### src/rtl/mem_stage_pkg.sv
// Shared RV32I types for the MEM stage: opcode/funct3 encodings, the control
// word carried down the pipe, and the MEM-stage handshake state.
package rv32i_types;

  typedef enum logic [6:0] {
    op_lui   = 7'b0110111,
    op_auipc = 7'b0010111,
    op_jal   = 7'b1101111,
    op_jalr  = 7'b1100111,
    op_br    = 7'b1100011,
    op_load  = 7'b0000011,
    op_store = 7'b0100011,
    op_imm   = 7'b0010011,
    op_reg   = 7'b0110011,
    op_csr   = 7'b1110011
  } rv32i_opcode;

  typedef enum logic [2:0] {
    lb  = 3'b000,
    lh  = 3'b001,
    lw  = 3'b010,
    lbu = 3'b100,
    lhu = 3'b101
  } load_funct3_t;

  typedef enum logic [2:0] {
    sb = 3'b000,
    sh = 3'b001,
    sw = 3'b010
  } store_funct3_t;

  typedef enum logic [3:0] {
    rf_alu_out  = 4'd0,
    rf_br_en    = 4'd1,
    rf_u_imm    = 4'd2,
    rf_lw       = 4'd3,
    rf_pc_plus4 = 4'd4,
    rf_lb       = 4'd5,
    rf_lbu      = 4'd6,
    rf_lh       = 4'd7,
    rf_lhu      = 4'd8
  } regfilemux_sel_t;

  typedef struct packed {
    rv32i_opcode     opcode;
    logic [2:0]      funct3;
    logic            mem_read;
    logic            mem_write;
    logic            load_regfile;
    regfilemux_sel_t regfilemux_sel;
  } rv32i_control_word;

  typedef enum logic {
    IDLE = 1'b0,
    BUSY = 1'b1
  } mem_state_t;

endpackage

### src/rtl/mem_stage_mask_gen.sv
// Byte-lane mask and store-data replication for the data-memory port.
// Purely combinational; the access size comes from funct3[1:0].
module mem_mask_gen
  import rv32i_types::*;
(
  input  logic [2:0]  funct3,
  input  logic [1:0]  addr,
  input  logic [31:0] rs2,
  input  logic        rd,
  input  logic        wr,
  output logic [3:0]  rmask,
  output logic [3:0]  wmask,
  output logic [31:0] wdata
);

  logic [3:0] lane_mask;

  // Load and store encodings share the size bits, so the unsigned loads
  // fold onto the signed cases once bit 2 is dropped.
  always_comb begin
    lane_mask = 4'b1111;
    wdata     = rs2;
    unique case (store_funct3_t'({1'b0, funct3[1:0]}))
      sb: begin
        lane_mask = 4'b0001 << addr;
        wdata     = {4{rs2[7:0]}};
      end
      sh: begin
        lane_mask = 4'b0011 << {addr[1], 1'b0};
        wdata     = {2{rs2[15:0]}};
      end
      default: begin
        lane_mask = 4'b1111;
        wdata     = rs2;
      end
    endcase
  end

  assign rmask = rd ? lane_mask : 4'b0000;
  assign wmask = wr ? lane_mask : 4'b0000;

endmodule

### src/rtl/mem_stage.sv
// RV32I MEM stage: drives the data-memory port, stalls until dmem_resp and
// registers the MEM/WB bundle. Optional counters under MEM_PERF_CNT_EN.
module mem_stage
  import rv32i_types::*;
#(
  parameter int XLEN  = 32,
  parameter int CNT_W = 32
) (
  input  logic                    clk,
  input  logic                    rst,
  input  logic                    ex_valid,
  input  rv32i_control_word       ex_ctrl,
  input  logic [XLEN-1:0]         ex_alu_out,
  input  logic [XLEN-1:0]         ex_rs2_out,
  input  logic                    ex_br_en,
  input  logic [XLEN-1:0]         ex_u_imm,
  input  logic [XLEN-1:0]         ex_pc,
  input  logic [4:0]              ex_rd,
  output logic [XLEN-1:0]         dmem_address,
  output logic                    dmem_read,
  output logic                    dmem_write,
  output logic [3:0]              dmem_wmask,
  output logic [XLEN-1:0]         dmem_wdata,
  input  logic [XLEN-1:0]         dmem_rdata,
  input  logic                    dmem_resp,
  output logic                    mem_stall,
  output logic                    wb_valid,
  output rv32i_control_word       wb_ctrl,
  output logic [XLEN-1:0]         wb_alu_out,
  output logic                    wb_br_en,
  output logic [XLEN-1:0]         wb_u_imm,
  output logic [XLEN-1:0]         wb_pc,
  output logic [4:0]              wb_rd,
  output logic [XLEN-1:0]         wb_mdr,
  output logic [3:0]              wb_rmask
`ifdef MEM_PERF_CNT_EN
  ,
  output logic [CNT_W-1:0]        perf_loads,
  output logic [CNT_W-1:0]        perf_stores,
  output logic [CNT_W-1:0]        perf_stall_cyc
`endif
);

  if (XLEN != 32 || CNT_W < 1) begin : g_bad_param
    $error("mem_stage supports only XLEN=32 and CNT_W>=1");
  end

  mem_state_t state, state_next;
  logic       mem_op;
  logic [3:0] rmask;

  assign mem_op = ex_valid & (ex_ctrl.mem_read | ex_ctrl.mem_write);

  mem_mask_gen u_mask_gen (
    .funct3 (ex_ctrl.funct3),
    .addr   (ex_alu_out[1:0]),
    .rs2    (ex_rs2_out),
    .rd     (dmem_read),
    .wr     (dmem_write),
    .rmask  (rmask),
    .wmask  (dmem_wmask),
    .wdata  (dmem_wdata)
  );

  always_ff @(posedge clk) begin
    if (rst) state <= IDLE;
    else     state <= state_next;
  end

  always_comb begin
    state_next = state;
    unique case (state)
      IDLE: if (mem_op && !dmem_resp) state_next = BUSY;
      BUSY: if (dmem_resp || !mem_op) state_next = IDLE;
      default: state_next = IDLE;
    endcase
  end

  // Request stays asserted in BUSY simply because the stalled EX/MEM
  // register keeps presenting the same bundle.
  always_comb begin
    dmem_address = {ex_alu_out[XLEN-1:2], 2'b00};
    dmem_read    = ex_valid & ex_ctrl.mem_read;
    dmem_write   = ex_valid & ex_ctrl.mem_write;
    mem_stall    = mem_op & ~dmem_resp;
  end

  // MEM/WB register
  always_ff @(posedge clk) begin
    if (rst) begin
      wb_valid   <= 1'b0;
      wb_ctrl    <= '0;
      wb_alu_out <= '0;
      wb_br_en   <= 1'b0;
      wb_u_imm   <= '0;
      wb_pc      <= '0;
      wb_rd      <= '0;
      wb_mdr     <= '0;
      wb_rmask   <= '0;
    end else begin
      wb_valid   <= ex_valid & ~mem_stall;
      wb_ctrl    <= ex_ctrl;
      wb_alu_out <= ex_alu_out;
      wb_br_en   <= ex_br_en;
      wb_u_imm   <= ex_u_imm;
      wb_pc      <= ex_pc;
      wb_rd      <= ex_rd;
      wb_rmask   <= rmask;
      if (mem_stall || !ex_valid) wb_ctrl.load_regfile <= 1'b0;
      if (dmem_read && !mem_stall) wb_mdr <= dmem_rdata;
    end
  end

`ifdef MEM_PERF_CNT_EN
  always_ff @(posedge clk) begin
    if (rst) begin
      perf_loads     <= '0;
      perf_stores    <= '0;
      perf_stall_cyc <= '0;
    end else begin
      if (dmem_read && dmem_resp)  perf_loads     <= perf_loads + 1'b1;
      if (dmem_write && dmem_resp) perf_stores    <= perf_stores + 1'b1;
      if (mem_stall)               perf_stall_cyc <= perf_stall_cyc + 1'b1;
    end
  end
`endif

endmodule

### config.mk
export PLATFORM = sky130hd
export DESIGN_NAME = mem_stage
export DESIGN_NICKNAME = d
export VERILOG_FILES = /design/src/rtl/mem_stage_pkg.sv /design/src/rtl/mem_stage_mask_gen.sv /design/src/rtl/mem_stage.sv
export SDC_FILE = /design/constraint.sdc
export NUM_CORES = 1
export LEC_CHECK = 0
export BUFFER_PORTS_ARGS = -buffer_cell sky130_fd_sc_hd__buf_2
export CAP_MARGIN = 0
export CELL_PAD_IN_SITES_DETAIL_PLACEMENT = 0
export CELL_PAD_IN_SITES_GLOBAL_PLACEMENT = 1
export CORE_AREA = 2 2 159 161
export CTS_BUF_LIST = sky130_fd_sc_hd__clkbuf_2 sky130_fd_sc_hd__clkbuf_4 sky130_fd_sc_hd__clkbuf_8
export CTS_CLUSTER_SIZE = 14
export DETAILED_ROUTE_END_ITERATION = 10
export DIE_AREA = 0 0 161 163
export GPL_ROUTABILITY_DRIVEN = 0
export GPL_TIMING_DRIVEN = 0
export PLACE_DENSITY = 0.68
export SYNTH_ARGS = -nofsm -noshare
export SYNTH_HDL_FRONTEND = slang
export SYNTH_SLANG_ARGS = --single-unit
### constraint.sdc
create_clock -name clk -period 1.14 [get_ports clk]
set_input_delay 0.114 -clock clk [delete_from_list [all_inputs] [get_ports clk]]
set_output_delay 0.114 -clock clk [all_outputs]
set_load 0.005 [all_outputs]
Yosys cells after proc, flatten, opt, wreduce, memory -nomap -nowiden
Index checks and enable logic that the tools add are counted.
{ "totals": {"register_bits": 156, "inputBits": 187, "output_inout_bits": 227, "wordCells": 36} }
{ "op_classes": {"eq_ne": 1, "shifts": 2, "muxes": 3, "n_bitwise": 9, "reduce_logical": 7} }
{ "ops": {"columns": ["op", "n"], "rows": [
  ["one-hot mux 32 bit (2 select lines)", 1],
  ["one-hot mux 4 bit (2 select lines)", 1],
  ["bitwise AND 1 bit", 5],
  ["two-way mux 4 bit", 1],
  ["OR reduction 2 bit", 2],
  ["<< shifter 1 x 2 -> 4 bit, first input constant", 1],
  ["<< shifter 2 x 2 -> 4 bit, first input constant", 1],
  ["inverter 1 bit", 3],
  ["== test 2 x 1 -> 1 bit, second input constant", 1],
  ["zero test 1 bit", 2],
  ["zero test 2 bit", 1],
  ["logical AND 1 bit", 1],
  ["logical OR 1 bit", 1],
  ["OR 1 bit", 1]
]} }

Depth between registers and ports, before layout
{ "logic_depth": {"ltp_word": 5, "depth_mapped": 5, "depth_no_buf": 3} }

Cells and area by module
A second synthesis with hierarchy kept.
{ "hier_totals": {"hier_cells": 508, "hier_area_um2": 5644.2} }
{ "modules_own_cells": {"columns": ["module", "n_inst", "cells_each", "area_each_um2", "seq_area_each_um2"], "rows": [
  ["mem_stage", 1, 440, 5079.9, 3123.0],
  ["mem_mask_gen", 1, 68, 564.3, 0.0]
]} }

Least setup slack after synthesis
No wires, ideal clock.
{ "synth_timing": {"path_type": "input -> output", "startpoint": "input ex_ctrl[7] in the netlist's numbering", "endpoint": "output dmem_wdata[10]", "arrival_time_ns": 0.750, "required_time_ns": 1.026, "slack_ns": 0.276, "stages": 2, "n_path_buf": 0, "path_cell_list": "nor2_2 > mux2_2"} }
{ "synth_via": {"elab_chain_cells": 2, "word_cells_on_any_way": 3, "cone_classes": "1 x eq/ne; 1 x mux; 1 x reduce/logical"} }
{ "synth_lines": {"columns": ["element", "line_no", "rtl"], "rows": [
  ["start: declaration", "mem_stage.sv:12", "input rv32i_control_word ex_ctrl,"],
  ["== test 2 x 1 -> 1 bit or zero test 2 bit (tied branches)", "mem_stage_mask_gen.sv:23", "unique case (store_funct3_t'({1'b0, funct3[1:0]}))"],
  ["one-hot mux 32 bit (2 select lines) *", "mem_stage_mask_gen.sv:23", null],
  ["end: declaration", "mem_stage.sv:23", "output logic [XLEN-1:0] dmem_wdata,"]
]} }
Every way passes the cells marked *; elsewhere a longest branch is shown, timed or not.

Final worst setup path
{ "layout_timing": {"startpoint": "input ex_alu_out[30]", "endpoint": "output dmem_address[30]"} }
{ "layout_lines": {"columns": ["element", "line_no", "rtl"], "rows": [
  ["start: declaration", "mem_stage.sv:13", "input logic [XLEN-1:0] ex_alu_out,"],
  ["end: declaration", "mem_stage.sv:19", "output logic [XLEN-1:0] dmem_address,"]
]} }
No word-level cell between the ends.

==> metrics.txt <==
CP max-delay cell=dlygate4sd3_1; Num CTS Buffers=17; Yosys reg bits=156; Crit path largest cell delay=530 ps; Pins Over Slew Limit=0; Routed wire per std cell=13.86 um; multi-input logic area=0.001754 mm2; Sequential Power Share=49.1%; area share of the leading cell type in the synthesized netlist=58.52%; Pwr Density=1214 mW/mm2; Die Ht=163 um; # diodes=0; Leakage Power=4.739 nW; Worst-path clk slew=100 ps; vias in the first global route=5351; largest net degree at the start of global routing=17; Top Ports=414; P_sw=3.210 mW; Pre-Repair DR Iteration Count=4; Worst IR Drop VDD=0.0005181 V; Reg2Reg Depth=2; Int Power=8.567 mW; Synth area leaders=dfxtp_1, nor2b_1, buf_4; Place WS=-162.6 ps; Final nets=1262; Max Root-Sink Buffers=2; Design Area, Final=0.009699 mm2; min Tclk post-route=1129 ps; Die Wd=161 um; fin crit share=99.06%; Layout Utilization=39.31%; Min-Delay Path Class=input port to register; via count=5361; Synth area leader=dfxtp_1; initial antenna violation count=0; DR iter-0 viols=156; Buf/Inv on CP=4; register area=0.003124 mm2; DR vias/cell=3.781; Max Cap Viol=0; number of I/O port buffers=410; cell mode on critical path=buf_2; sequential-to-total area share from yosys stat=58.52%; HPWL after DPL=14420 um; die area=0.02624 mm2; Clock Tree Root=clkbuf_8; Netlist cell types=27; gr ovfl total=0; clock sink count=156; cell count after synthesis=506; FP Rows=58; status=finished, final reports clean; measured slew at the worst slew-check pin=556.4 ps; Final WS setup=10.76 ps; fmax=0.8855 GHz; Initial Utilization=21.63%; Hold Path Stages=2; Tot GR Track Use=14.41%; Non-Filler Instances=1418; required time of the critical path=1030 ps; Remaining DRCs=0; htree depth=4; relative max-transition margin=62.90%; RSZ-0062 raised after global routing=no; post-synthesis area per instance=10.55 um2; placeable core area=0.02467 mm2; Logic pwr share=16.4%; Worst Setup Start Kind=input port; peak fanout along the critical path=2; Layout area overhead=81.76%; CP endpoint kind=primary output; synthesized area=0.005336 mm2; area post-placement=0.007805 mm2; clock share of power=34.4%; Clock Latency Late Sink=440 ps; ANT nets after route=0; share of post-route cells with drive strength above 1=50.92%; clock skew=0 ps; Crit path depth=4; Inst Count DP=1247; final WL=19650 um; first-pass GRT wire length=29190 um; CTS tree=built; Hold Fails Final Rpt=0; Filler cells=2496; critical path arrival=1020 ps; Setup-failing EPs final=0; crit-path cells=dlygate4sd3_1 -> buf_2 -> buf_4 -> buf_2; delay-heaviest family, CP=buffers and inverters; Synth warnings=0; CP Class=input port to primary output; switch share=27.25%
==> per-stage QoR <==
stage	total power [mW]	hold slack, ps	setup TNS, ps
floorplan	6.536	235.7	0
finish	11.78	53.74	0
global route	12.43	37.72	0
CTS	12.04	31.77	0
global placement	7.434	321.1	-3835
detailed placement	7.443	324.8	-4658
==> logic make-up after synthesis <==
logic type / synth area share, %
buf+inv: 8.956
simple gates: 21.10
compound gates: 6.471
flops: 58.52
other cells: 0.07027
mux: 4.877
==> timing repair <==
action / CTS / global route
hold buffers: 150 / 0
gates resized for setup: 6 / 9
endpoints found under the setup margin: 19 / 32
setup buffers: 3 / 5
pin swaps: 1 / 1
endpoints found under the hold margin: 150 / 0
gates cloned: 0 / 0
==> cell usage after synthesis (all sizes together) <==
library cell and instances:
a21oi 36, and2 2, and3 1, and3b 1
buf 61, clkbuf 7, conb 1, dfxtp 156
inv 2, mux2 16, mux2i 8, nand2 73
nand2b 2, nand3 1, nor2 11, nor2b 117
o21ai 9, o21bai 1, or2 1
==> layer usage <==
metal / up-vias / part of all wire (%) / GRT usage, %
li1: 2682 / - / -
met1: 2409 / 39 / 15.75
met2: 258 / 51 / 26.53
met3: 12 / 9.1 / 5.551
met4: 0 / 0.67 / 2.922
met5: - / 0 / 0
==> path summary, 6_finish.rpt <==
path | start | end | slack (ps)
max | ex_alu_out[30] | dmem_address[30] | 10
min | ex_valid | wb_valid | 50
max reg2reg | wb_mdr[21] | wb_mdr[21] | 510
min reg2reg | wb_mdr[31] | wb_mdr[31] | 460
==> cell type report <==
class / count / share of cell area, %
Timing Repair Buffer: 549 / 36.36
Multi-Input combinational cell: 281 / 18.09
Clock buffer: 19 / 2.632
Buffer: 68 / 5.083
Tap cell: 330 / 4.257
Clock inverter: 13 / 1.290
Sequential cell: 156 / 32.21
Inverter: 2 / 0.07740
==> power by group through the flow <==
stage               clock [mW]  sequential (mW)  combinational [mW]
detailed placement           0             5.91                1.53
floorplan                    0             5.95               0.585
finish                    4.06             5.79                1.93
CTS                       4.29             5.79                1.96
global route              4.50             5.81                2.12
global placement             0             5.91                1.53
==> sequential cells by signal, summed over array words and instances, names as in the netlist <==
signal / count
wb_rmask: 4
wb_pc: 32
wb_mdr: 32
wb_valid: 1
wb_rd: 5
wb_alu_out: 32
wb_u_imm: 32
wb_br_en: 1
wb_ctrl: 17
==> placed cells by master, fill, tap and decap left out, drive strengths merged <==
master / instances
nor2b: 117
nand3: 1
o21bai: 1
o21ai: 9
nand2b: 2
dlygate4sd3: 149
dfxtp: 156
buf: 459
mux2i: 8
clkbuf: 27
or2: 1
a21oi: 36
clkinv: 5
and2: 2
inv: 9
clkinvlp: 1
and3b: 1
conb: 2
nor2: 11
mux2: 16
nand2: 73
dlymetal6s4s: 1
and3: 1
(Power assumes the default switching activity.)
